<file path="config.mk">
export PLATFORM = sky130hd
export DESIGN_NAME = bcd_addsub_seq
export DESIGN_NICKNAME = d
export VERILOG_FILES = /design/src/rtl/bcd_addsub_seq.sv
export SDC_FILE = /design/constraint.sdc
export NUM_CORES = 1
export LEC_CHECK = 0
export CORE_AREA = 2 2 613 615
export DETAILED_ROUTE_END_ITERATION = 10
export DIE_AREA = 0 0 615 617
export PLACE_DENSITY = 0.3
export SLEW_MARGIN = 25
export SYNTH_ARGS = -nofsm -noshare
export SYNTH_HDL_FRONTEND = slang
export SYNTH_SLANG_ARGS = --single-unit
</file>
<file path="constraint.sdc">
create_clock -name clk -period 1.95 [get_ports clk]
set_input_delay 0.39 -clock clk [delete_from_list [all_inputs] [get_ports clk]]
set_output_delay 0.39 -clock clk [all_outputs]
set_load 0.02 [all_outputs]
</file>
<file path="src/rtl/bcd_addsub_seq.sv">
// bcd_addsub_seq: sequential BCD add/subtract controller driving an external
// pipelined BCD adder with a fixed latency of LAT clocks.
// Optional feature macro: BCD_ADDSUB_SEQ_SUB_EN enables subtraction. It adds
// nines'-complement operand preparation and a second pass that re-complements
// a negative result into sign/magnitude form. Without the macro every request
// is an add and neg_o is tied low.
module bcd_addsub_seq #(
    parameter int N   = 33,
    parameter int LAT = 4
) (
    input  logic           clk,
    input  logic           rst_n,
    input  logic           req_i,
    output logic           ready_o,
    input  logic           op_i,
    input  logic [N*8-1:0] a_i,
    input  logic [N*8-1:0] b_i,
    input  logic           ci_i,
    output logic           done_o,
    output logic [N*8-1:0] o_o,
    output logic           co_o,
    output logic           neg_o,
    output logic [N*8-1:0] add_a_o,
    output logic [N*8-1:0] add_b_o,
    output logic           add_ci_o,
    input  logic [N*8-1:0] add_o_i,
    input  logic           add_co_i
);

    localparam int W  = N * 8;
    localparam int CW = (LAT > 1) ? $clog2(LAT) : 1;

`ifdef BCD_ADDSUB_SEQ_SUB_EN
    typedef enum logic [1:0] {
        IDLE  = 2'd0,
        PASS1 = 2'd1,
        PASS2 = 2'd2,
        DONE  = 2'd3
    } state_t;
`else
    typedef enum logic [1:0] {
        IDLE  = 2'd0,
        PASS1 = 2'd1,
        DONE  = 2'd3
    } state_t;
`endif

    state_t          state;
    state_t          state_next;
    logic [CW-1:0]   cnt;
    logic            cnt_last;
    logic            in_pass;
    logic            accept;
    logic            pass_end;
    logic            go_pass2;
    logic            last_is_pass2;
    logic [W-1:0]    add_a_q;
    logic [W-1:0]    add_b_q;
    logic            add_ci_q;
    logic [W-1:0]    o_q;
    logic            co_q;
    logic            neg_q;

`ifdef BCD_ADDSUB_SEQ_SUB_EN
    logic            op_q;

    // Per-digit nines' complement (9 - d); digits are assumed to be valid BCD.
    function automatic logic [W-1:0] nines(input logic [W-1:0] v);
        logic [W-1:0] r;
        r = '0;
        for (int i = 0; i < 2 * N; i++) begin
            r[4*i +: 4] = 4'd9 - v[4*i +: 4];
        end
        return r;
    endfunction
`else
    logic            unused_op;
    assign unused_op = op_i;
`endif

    assign cnt_last = (cnt == CW'(LAT - 1));

    // State register; reset abandons any operation still in the adder.
    always_ff @(posedge clk or negedge rst_n) begin
        if (!rst_n) begin
            state <= IDLE;
        end else begin
            state <= state_next;
        end
    end

    // Next-state decode plus the one-cycle strobes that steer the datapath.
    always_comb begin
        state_next    = state;
        accept        = 1'b0;
        pass_end      = 1'b0;
        go_pass2      = 1'b0;
        in_pass       = 1'b0;
        last_is_pass2 = 1'b0;
        case (state)
            IDLE: begin
                if (req_i) begin
                    accept     = 1'b1;
                    state_next = PASS1;
                end
            end
            PASS1: begin
                in_pass = 1'b1;
                if (cnt_last) begin
                    pass_end   = 1'b1;
                    state_next = DONE;
`ifdef BCD_ADDSUB_SEQ_SUB_EN
                    if (op_q && !add_co_i) begin
                        go_pass2   = 1'b1;
                        state_next = PASS2;
                    end
`endif
                end
            end
`ifdef BCD_ADDSUB_SEQ_SUB_EN
            PASS2: begin
                in_pass       = 1'b1;
                last_is_pass2 = 1'b1;
                if (cnt_last) begin
                    pass_end   = 1'b1;
                    state_next = DONE;
                end
            end
`endif
            DONE: begin
                state_next = IDLE;
            end
            default: begin
                state_next = IDLE;
            end
        endcase
    end

    // Operand latching, pass counter and result capture. The adder inputs
    // only change at acceptance and at the PASS1->PASS2 hand-over, so they
    // stay constant for the full LAT clocks of each pass.
    always_ff @(posedge clk or negedge rst_n) begin
        if (!rst_n) begin
            cnt      <= '0;
            add_a_q  <= '0;
            add_b_q  <= '0;
            add_ci_q <= 1'b0;
            o_q      <= '0;
            co_q     <= 1'b0;
            neg_q    <= 1'b0;
`ifdef BCD_ADDSUB_SEQ_SUB_EN
            op_q     <= 1'b0;
`endif
        end else begin
            if (accept) begin
                cnt     <= '0;
                add_a_q <= a_i;
`ifdef BCD_ADDSUB_SEQ_SUB_EN
                op_q     <= op_i;
                add_b_q  <= op_i ? nines(b_i) : b_i;
                add_ci_q <= op_i ? 1'b1 : ci_i;
`else
                add_b_q  <= b_i;
                add_ci_q <= ci_i;
`endif
            end else if (go_pass2) begin
                cnt      <= '0;
`ifdef BCD_ADDSUB_SEQ_SUB_EN
                add_a_q  <= nines(add_o_i);
`endif
                add_b_q  <= '0;
                add_ci_q <= 1'b1;
            end else if (in_pass && !cnt_last) begin
                cnt <= cnt + CW'(1);
            end

            if (pass_end && !go_pass2) begin
                o_q   <= add_o_i;
                co_q  <= last_is_pass2 ? 1'b0 : add_co_i;
                neg_q <= last_is_pass2;
            end
        end
    end

    assign ready_o  = (state == IDLE);
    assign done_o   = (state == DONE);
    assign o_o      = o_q;
    assign co_o     = co_q;
    assign neg_o    = neg_q;
    assign add_a_o  = add_a_q;
    assign add_b_o  = add_b_q;
    assign add_ci_o = add_ci_q;

endmodule
</file>
==> results of run 1 <==
## through the flow
stage | TNS [ns] | total power (uW) | hold WS, ns
CTS | -147.45 | 104000 | 0.000359
global placement | -274.44 | 83500 | 0.488
global route | -108.41 | 113000 | 0.0594
finish | -60.56 | 107000 | 0.125
floorplan | 0 | 51800 | 0.0944
detailed placement | -277.89 | 83600 | 0.494
## worst reg2reg max path: stages (launching register included)
cell,delay [ns]
dfrtp_1,0.40
buf_6,0.13
nor3b_4,0.17
buf_6,0.14
buf_12,0.15
buf_16,0.17
buf_16,0.14
buf_12,0.17
clkbuf_16,0.21
mux2_4,0.30
## layout by cell type (no fill, tap or decap), types with 25 or more instances in the layout
cell	n
mux2_4	513
clkdlybuf4s50_1	795
buf_6	171
dfrtp_2	66
mux2_2	280
buf_12	64
buf_4	270
dfrtp_1	732
clkbuf_16	163
diode_2	40
dlygate4sd3_1	25
buf_16	27
clkbuf_1	28
buf_2	444
## state kept, by name, summed over array words and instances, names as in the netlist
name and cells:
add_a_o 264, add_ci_o 1, add_b_o 264, cnt 2, co_o 1, state 2, o_o 264
## area by class of cell
type                            count  area [um^2]
Timing Repair Buffer             1875        18000
Antenna cell                       40          100
Tap cell                         4994         6250
Fill cell                       41400       314000
Clock inverter                     37          378
Multi-Input combinational cell    807        11000
Sequential cell                   798        20100
Inverter                            1         3.75
Clock buffer                      169         3370
## power groups by stage
stage / registers [uW] / logic, uW / clock network [uW]
CTS: 31600 / 49900 / 22600
global route: 32900 / 56500 / 23100
global placement: 31400 / 52100 / 0
floorplan: 39900 / 11900 / 0
detailed placement: 31500 / 52100 / 0
finish: 31700 / 54100 / 21500
## final timing paths
| kind | from | to | slack (ns) | cells past startpoint |
|---|---|---|---|---|
| max | state[0] | add_a_o[132] | -0.23 | 9 |
| min | add_o_i[100] | o_o[100] | 0.12 | 2 |
| max reg2reg | state[0] | add_a_o[132] | -0.23 | 9 |
| min reg2reg | add_a_o[61] | add_a_o[61] | 0.50 | 1 |
| max in group asynchronous | rst_n | o_o[67] | 0.99 | 4 |
| min in group asynchronous | rst_n | o_o[157] | 0.26 | 3 |
## Yosys cell counts
master    count
dfrtp_1     798
mux2_2      773
buf_6        84
mux2_4       20
buf_2         3
buf_4         3
a211o_1       2
and3_1        2
and2_1        1
and3b_1       1
conb_1        1
ha_1          1
inv_1         1
mux2_1        1
nor2_1        1
nor3b_1       1
nor4b_1       1
nor4bb_1      1
o21bai_1      1
## per-layer routing
| layer | GRT usage, % | vias to the layer above | wire (um) |
|---|---|---|---|
| li1 | - | 9949 | - |
| met1 | 14.8 | 12400 | 105000 |
| met2 | 21.6 | 1242 | 124000 |
| met3 | 6.13 | 505 | 26100 |
| met4 | 2.90 | 92 | 6760 |
| met5 | 0 | - | 552 |
## cells by family (layout without fill, tap and decap cells)
kind of cell | count (synthesis) | count (layout) | synth area share (%)
AO/OA/AOI/OAI | 3 | 3 | 0.0832
adder cells (fa/ha/maj) | 1 | 1 | 0.0416
buffers and inverters | 91 | 2082 | 3.28
flip-flops | 798 | 798 | 66.4
multiplexers | 794 | 794 | 30.0
other | 1 | 41 | 0.0125
AND/OR/NAND/NOR | 8 | 8 | 0.191
## repair_timing
action | 4_1_cts | 5_1_grt
setup buffers | 66 | 27
gates cloned | 11 | 53
hold buffers | 25 | 0
endpoints found under the hold margin | 672 | 0
endpoints found under the setup margin | 1286 | 781
pin swaps | 0 | 2
resized for setup | 3420 | 574
==> summary.md, run 1 <==
| Metric | Value |
|---|---|
| Vias | ~24,000 |
| CP Cell Sequence | buf_6 -> nor3b_4 -> buf_6 -> buf_12 -> buf_16 -> buf_16 -> buf_12 -> clkbuf_16 -> mux2_4 |
| DP Cell Count | just over 8,000 |
| Post-synthesis cell area | around 30,000 um^2 |
| Internal Pwr Total | approximately 63,000 uW |
| Sw Ratio | about two fifths |
| Yosys top cell area share | 66.4% |
| Synth unique cells | 19 |
| Crit path DAT | roughly 2.9 ns |
| HP Class | input port to flop |
| Clock power frac | about a fifth |
| Max Cap Viol | 0 |
| WS Path Type | flop to flop |
| DRT Wirelength | around 260 mm |
| Synth top area cells | dfrtp_1, mux2_2, buf_6, mux2_4, buf_4 |
| Row count | about 230 |
| Clock buffer depth | 4 |
| Status | finished, violations left |
| IO buf count | ~1,600 |
| Clock tree sinks | 798 |
| Worst vdd ir | ~0.00071 V |
| Pwr/cell area | 1820 nW/um^2 |
| RSZ-0062 raised after global routing | yes |
| Syn_nets | approximately 2,500 |
| Fmax | about 0.46 GHz |
| Total GRT Usage | 12.9% |
| GP Congestion | 0.881 |
| Reg clk slew, reported paths | around 0.06 ns |
| Post-Syn Instances | 1,696 |
| Register area share after synthesis | between 60% and 70% |
| WP data required | roughly 2.7 ns |
| Fin area | about 60,000 um^2 |
| Share of cells above drive strength 1 | about 57% |
| Grt ovf | 0 |
| Final cell count without fillers | between 8,000 and 9,000 |
| Violated checks | negative setup slack |
| Worst-margin pin slew | 0.559 ns |
| CTS buffer count | around 120 |
| Initial antenna violation count | ~230 |
| Kind of cell adding the most delay to the critical path | buffers and inverters |
| Syn avg cell area | 17.7 um^2 |
| WP buf/inv | 7 |
| DR vias/cell | ~2.8 |
| Clk Latency, worst-skew pair | a little under 0.9 ns |
| Synth Register Bits | 798 |
| Routed WL per cell | 30.1 um |
| Number of synthesis warnings | 0 |
| First-pass GRT wire length | around 310 mm |
| Number of global-route vias before repair | between 20,000 and 25,000 |
| Residual DRC | 0 |
| Area of the die | 379,000 um^2 |
| Largest net degree at the start of global routing | 86 |
| Initial Util | under 10% |
| Core Region | between 300,000 and 400,000 um^2 |
| Final Setup Violations | 663 |
| Post-detail-place hpwl | between 200 and 250 mm |
| Final Hold Fails | 0 |
| Routed Antenna Nets | 0 |
| Final Max Tran Viols | 0 |
| Fin crit period | ~2.2 ns |
| Layout Utilization | between 10% and 20% |
| CTS tree | yes |
| Initial DRC count | between 1,000 and 1,500 |
| P_sw | 44,100 uW |
| Post-synth top area cell | dfrtp_1 |
| Clock skew | around 0.088 ns |
| Slew headroom | between 60% and 70% |
| Final net count | roughly 4,400 |
| Min setup slack post-route | -0.226 ns |
| CP max-delay cell | dfrtp_1 |
| Sequential Power Share | between 20% and 30% |
| First-pass iteration count of the detailed router | 4 |
| Final period util | 112% |
| Synthesis-to-layout area growth | 96.6% |
| Setup crit end kind | flop |
| Die Y | roughly 620 um |
| Startpoint type of the worst setup path | flop |
| Die W | roughly 600 um |
| Clk root buf | clkbuf_16 |
| Gate power share | about half |
| CP peak stage delay | roughly 0.4 ns |
| Worst-path fanout max | 8 |
| H-tree Lvls | 3 |
| Leakage | approximately 0.025 uW |
| Pre-CTS setup slack | -0.605 ns |
| Placed cell areas | 52,300 um^2 |
| Top-level port count | between 1,500 and 2,000 |
No activity file was read; power rests on OpenSTA's default activity.
==> run 2: changes to the inputs <==
--- a/config.mk
+++ b/config.mk
@@ -5,9 +5,10 @@
 export SDC_FILE = /design/constraint.sdc
 export NUM_CORES = 1
 export LEC_CHECK = 0
-export CORE_AREA = 2 2 613 615
+export ABC_AREA = 1
+export CORE_AREA = 2 2 623 625
 export DETAILED_ROUTE_END_ITERATION = 10
-export DIE_AREA = 0 0 615 617
+export DIE_AREA = 0 0 625 627
 export PLACE_DENSITY = 0.3
 export SLEW_MARGIN = 25
 export SYNTH_ARGS = -nofsm -noshare
==> summary.md, run 2 <==
| Metric | Value |
|---|---|
| Routed Antenna Nets | 0 (unchanged) |
| RSZ-0062 raised after global routing | yes (unchanged) |
| Fmax | 0.465 GHz (was 0.459 GHz) |
| Clk root buf | clkbuf_16 (unchanged) |
| WS Path Type | flop to primary output (was flop to flop) |
| Yosys top cell area share | 64.3% (was 66.4%) |
| Clock tree sinks | 798 (unchanged) |
| Register area share after synthesis | 64.3% (was 66.4%) |
| Row count | 228 (was 225) |
| Violated checks | negative setup slack (unchanged) |
| Clock skew | 0.0492 ns (was 0.0883 ns) |
| Routed WL per cell | 26.9 um (was 30.1 um) |
| Initial Util | 8.08% (was 8.05%) |
| Leading cell type in the layout, fill and taps excluded | nand2_1 (was clkdlybuf4s50_1) |
| Number of synthesis warnings | 0 (unchanged) |
| Grt ovf | 0 (unchanged) |
| Main synth FF type | dfrtp_1 (unchanged) |
| Final Hold Fails | 0 (unchanged) |
| DRT Wirelength | 284 mm (was 262 mm) |
| Min setup slack post-route | -0.199 ns (was -0.226 ns) |
| First-pass GRT wire length | 353 mm (was 314 mm) |
| Final Setup Violations | 477 (was 663) |
| Residual DRC | 0 (unchanged) |
| Post-synthesis cell area | 31,100 um^2 (was 30,100 um^2) |
| Area of the die | 392,000 um^2 (was 379,000 um^2) |
| Setup crit end kind | primary output (was flop) |
| Clock buffer depth | 4 (unchanged) |
| Fillers | 43,600 (was 41,400) |
| Post-synth top cells | nand2_1, dfrtp_1, nand3_1, buf_2, clkbuf_1 (was dfrtp_1, mux2_2, buf_6, mux2_4) |
| Share of cells above drive strength 1 | 23.4% (was 56.8%) |
| Clk Latency, worst-skew pair | 0.88 ns (was 0.89 ns) |
| Slew headroom | 62.7% (was 62.8%) |
| Final period util | 110% (was 112%) |
| H-tree Lvls | 3 (unchanged) |
| Worst hold path depth | 3 (was 2) |
| Worst vdd ir | 0.000707 V (was 0.000706 V) |
| Pwr/cell area | 1720 nW/um^2 (was 1820 nW/um^2) |
| R2r setup slk | -0.17 ns (was -0.23 ns) |
| Die Y | 627 um (was 617 um) |
| Worst-margin pin slew | 0.558 ns (was 0.559 ns) |
| DR vias/cell | 3.12 (was 2.77) |
| Synth unique cells | 17 (was 19) |
| HP Class | input port to flop (unchanged) |
| First-pass iteration count of the detailed router | 6 (was 4) |
| GP Congestion | 0.859 (was 0.881) |
| Syn_nets | 4,238 (was 2,495) |
| Post-Syn Instances | 3,439 (was 1,696) |
| Post-synth top area cell | dfrtp_1 (unchanged) |
| Fin crit period | 2.15 ns (was 2.18 ns) |
| Leakage | 0.0283 uW (was 0.0249 uW) |
| Core Region | 385,000 um^2 (was 374,000 um^2) |
| CTS buffer count | 119 (was 117) |
| Most frequent cells in the layout | nand2_1, clkdlybuf4s50_1, dfrtp_1 (was clkdlybuf4s50_1, dfrtp_1, mux2_4) |
| Synth Register Bits | 798 (unchanged) |
| Post-synth EDFFs | 0 (unchanged) |
| Initial antenna violation count | 137 (was 234) |
| Reg clk slew, reported paths | 0.06 ns (about the same) |
| Synth top area cells | dfrtp_1, nand2_1, nand3_1, buf_2, buf_6 (was dfrtp_1, mux2_2, buf_6, mux2_4, buf_4) |
| Synthesis-to-layout area growth | 90.5% (was 96.6%) |
| Hold Worst Slack | 0.0895 ns (was 0.125 ns) |
| Die W | 625 um (was 615 um) |
| Top-level port count | 1,595 (unchanged) |
| Largest net degree at the start of global routing | 85 (was 86) |
| Max Cap Viol | 0 (unchanged) |
| WP data required | 1.56 ns (was 2.65 ns) |
| Status | finished, violations left (unchanged) |
| Vias | 32,900 (was 24,200) |
| Final Max Tran Viols | 0 (unchanged) |
| Crit path DAT | 1.76 ns (was 2.88 ns) |
| Startpoint type of the worst setup path | flop (unchanged) |
| Worst-path fanout max | 4 (was 8) |
| CTS tree | yes (unchanged) |
| Post-detail-place hpwl | 231 mm (was 218 mm) |
| Number of global-route vias before repair | 33,800 (was 25,000) |
| Total GRT Usage | 13.5% (was 12.9%) |
| Syn avg cell area | 9.04 um^2 (was 17.7 um^2) |
| Post-synth ARST share | 100% (unchanged) |
| Final net count | 6,174 (was 4,399) |
| Initial DRC count | 1,940 (was 1,203) |
| Top-count cell post-synth | nand2_1 (was dfrtp_1) |
| Cells on worst reg2reg path | 11 (was 9) |
| Layout Utilization | 15.4% (was 15.8%) |
| IO buf count | 1,592 (unchanged) |
## run 2: cell count changes in the layout (fill, tap and decap cells not counted), moves of 19 or more
cell / before / now
buf_4: 270 / 289
buf_6: 171 / 143
clkdlybuf4s15_2: 18 / 64
dfrtp_1: 732 / 763
dfrtp_2: 66 / 35
diode_2: 40 / 19
dlygate4sd3_1: 25 / 201
mux2_2: 280 / 0
mux2_4: 513 / 0
nand2_1: 0 / 1861
nand3_1: 0 / 528
## run 2: timing repair
item                                    in CTS  in global routing
buffers inserted                            10                 16
cloned                                       0                 36
endpoints found under the setup margin     694                472
pin swaps                                    0                  1
resized for setup                         3060                 38
endpoints found under the hold margin      511                  0
hold buffers                               201                  0
## run 2: path summary, 6_finish.rpt
path                           endpoint         start
max                             ready_o      state[1]
max in group asynchronous    add_b_o[0]         rst_n
min                            o_o[218]  add_o_i[218]
min reg2reg                 add_a_o[89]   add_a_o[89]
max reg2reg                 add_b_o[21]      state[1]
min in group asynchronous  add_b_o[218]         rst_n
## run 2: layout make-up
cell class	count	area (um^2)	area share (%)
clock buffer	173	3440	5.81
sequential	798	20000	33.8
tap	5060	6330	10.7
inverter	6	30.0	0.0507
antenna	19	47.5	0.0803
clock inverter	38	502	0.847
timing repair buffer	2050	19100	32.3
multi-input combinational	2400	9740	16.5
## run 2: layer usage
metal  track usage (%)  part of all wire [%]
met2              22.7                    47
met5                 0                 0.076
met1              15.3                    39
met4              2.77                   2.3
met3              6.74                    11
## run 2: cells by family (layout without fill, tap and decap cells)
group,Yosys count,count (layout),share of synthesized area [%]
other,1,20,0.0121
buffers and inverters,241,2267,4.53
AOI/OAI and AO/OA,1,1,0.0161
and+or+nand+nor,2397,2397,31.1
adders and majority gates,1,1,0.0403
DFF,798,798,64.3
## run 2: report_power, final
part	total, uW	switching [uW]	internal, uW
registers	30000	5480	24500
logic	49500	32400	17100
clock network	22600	9170	13500
## run 2: through the flow
step / setup WS (ns) / TNS [ns] / cells / power (uW) / instance area (um^2)
4_1_cts: -0.325 / -15.79 / 10500 / 103000 / 58000
3_5_place_dp: 0.0925 / 0 / 10100 / 82000 / 53900
5_1_grt: -0.296 / -68.63 / 10500 / 109000 / 59200
3_3_place_gp: 0.0940 / 0 / 10100 / 82300 / 53900
6_report: -0.199 / -36.59 / 10500 / 102000 / 59200
2_1_floorplan: 0.501 / 0 / 3439 / 49700 / 31100
## run 2: worst max-delay path, stage by stage, from the launching register on
cell	delay [ns]
dfrtp_2	0.44
nor2_4	0.13
buf_12	0.17
buf_6	0.14
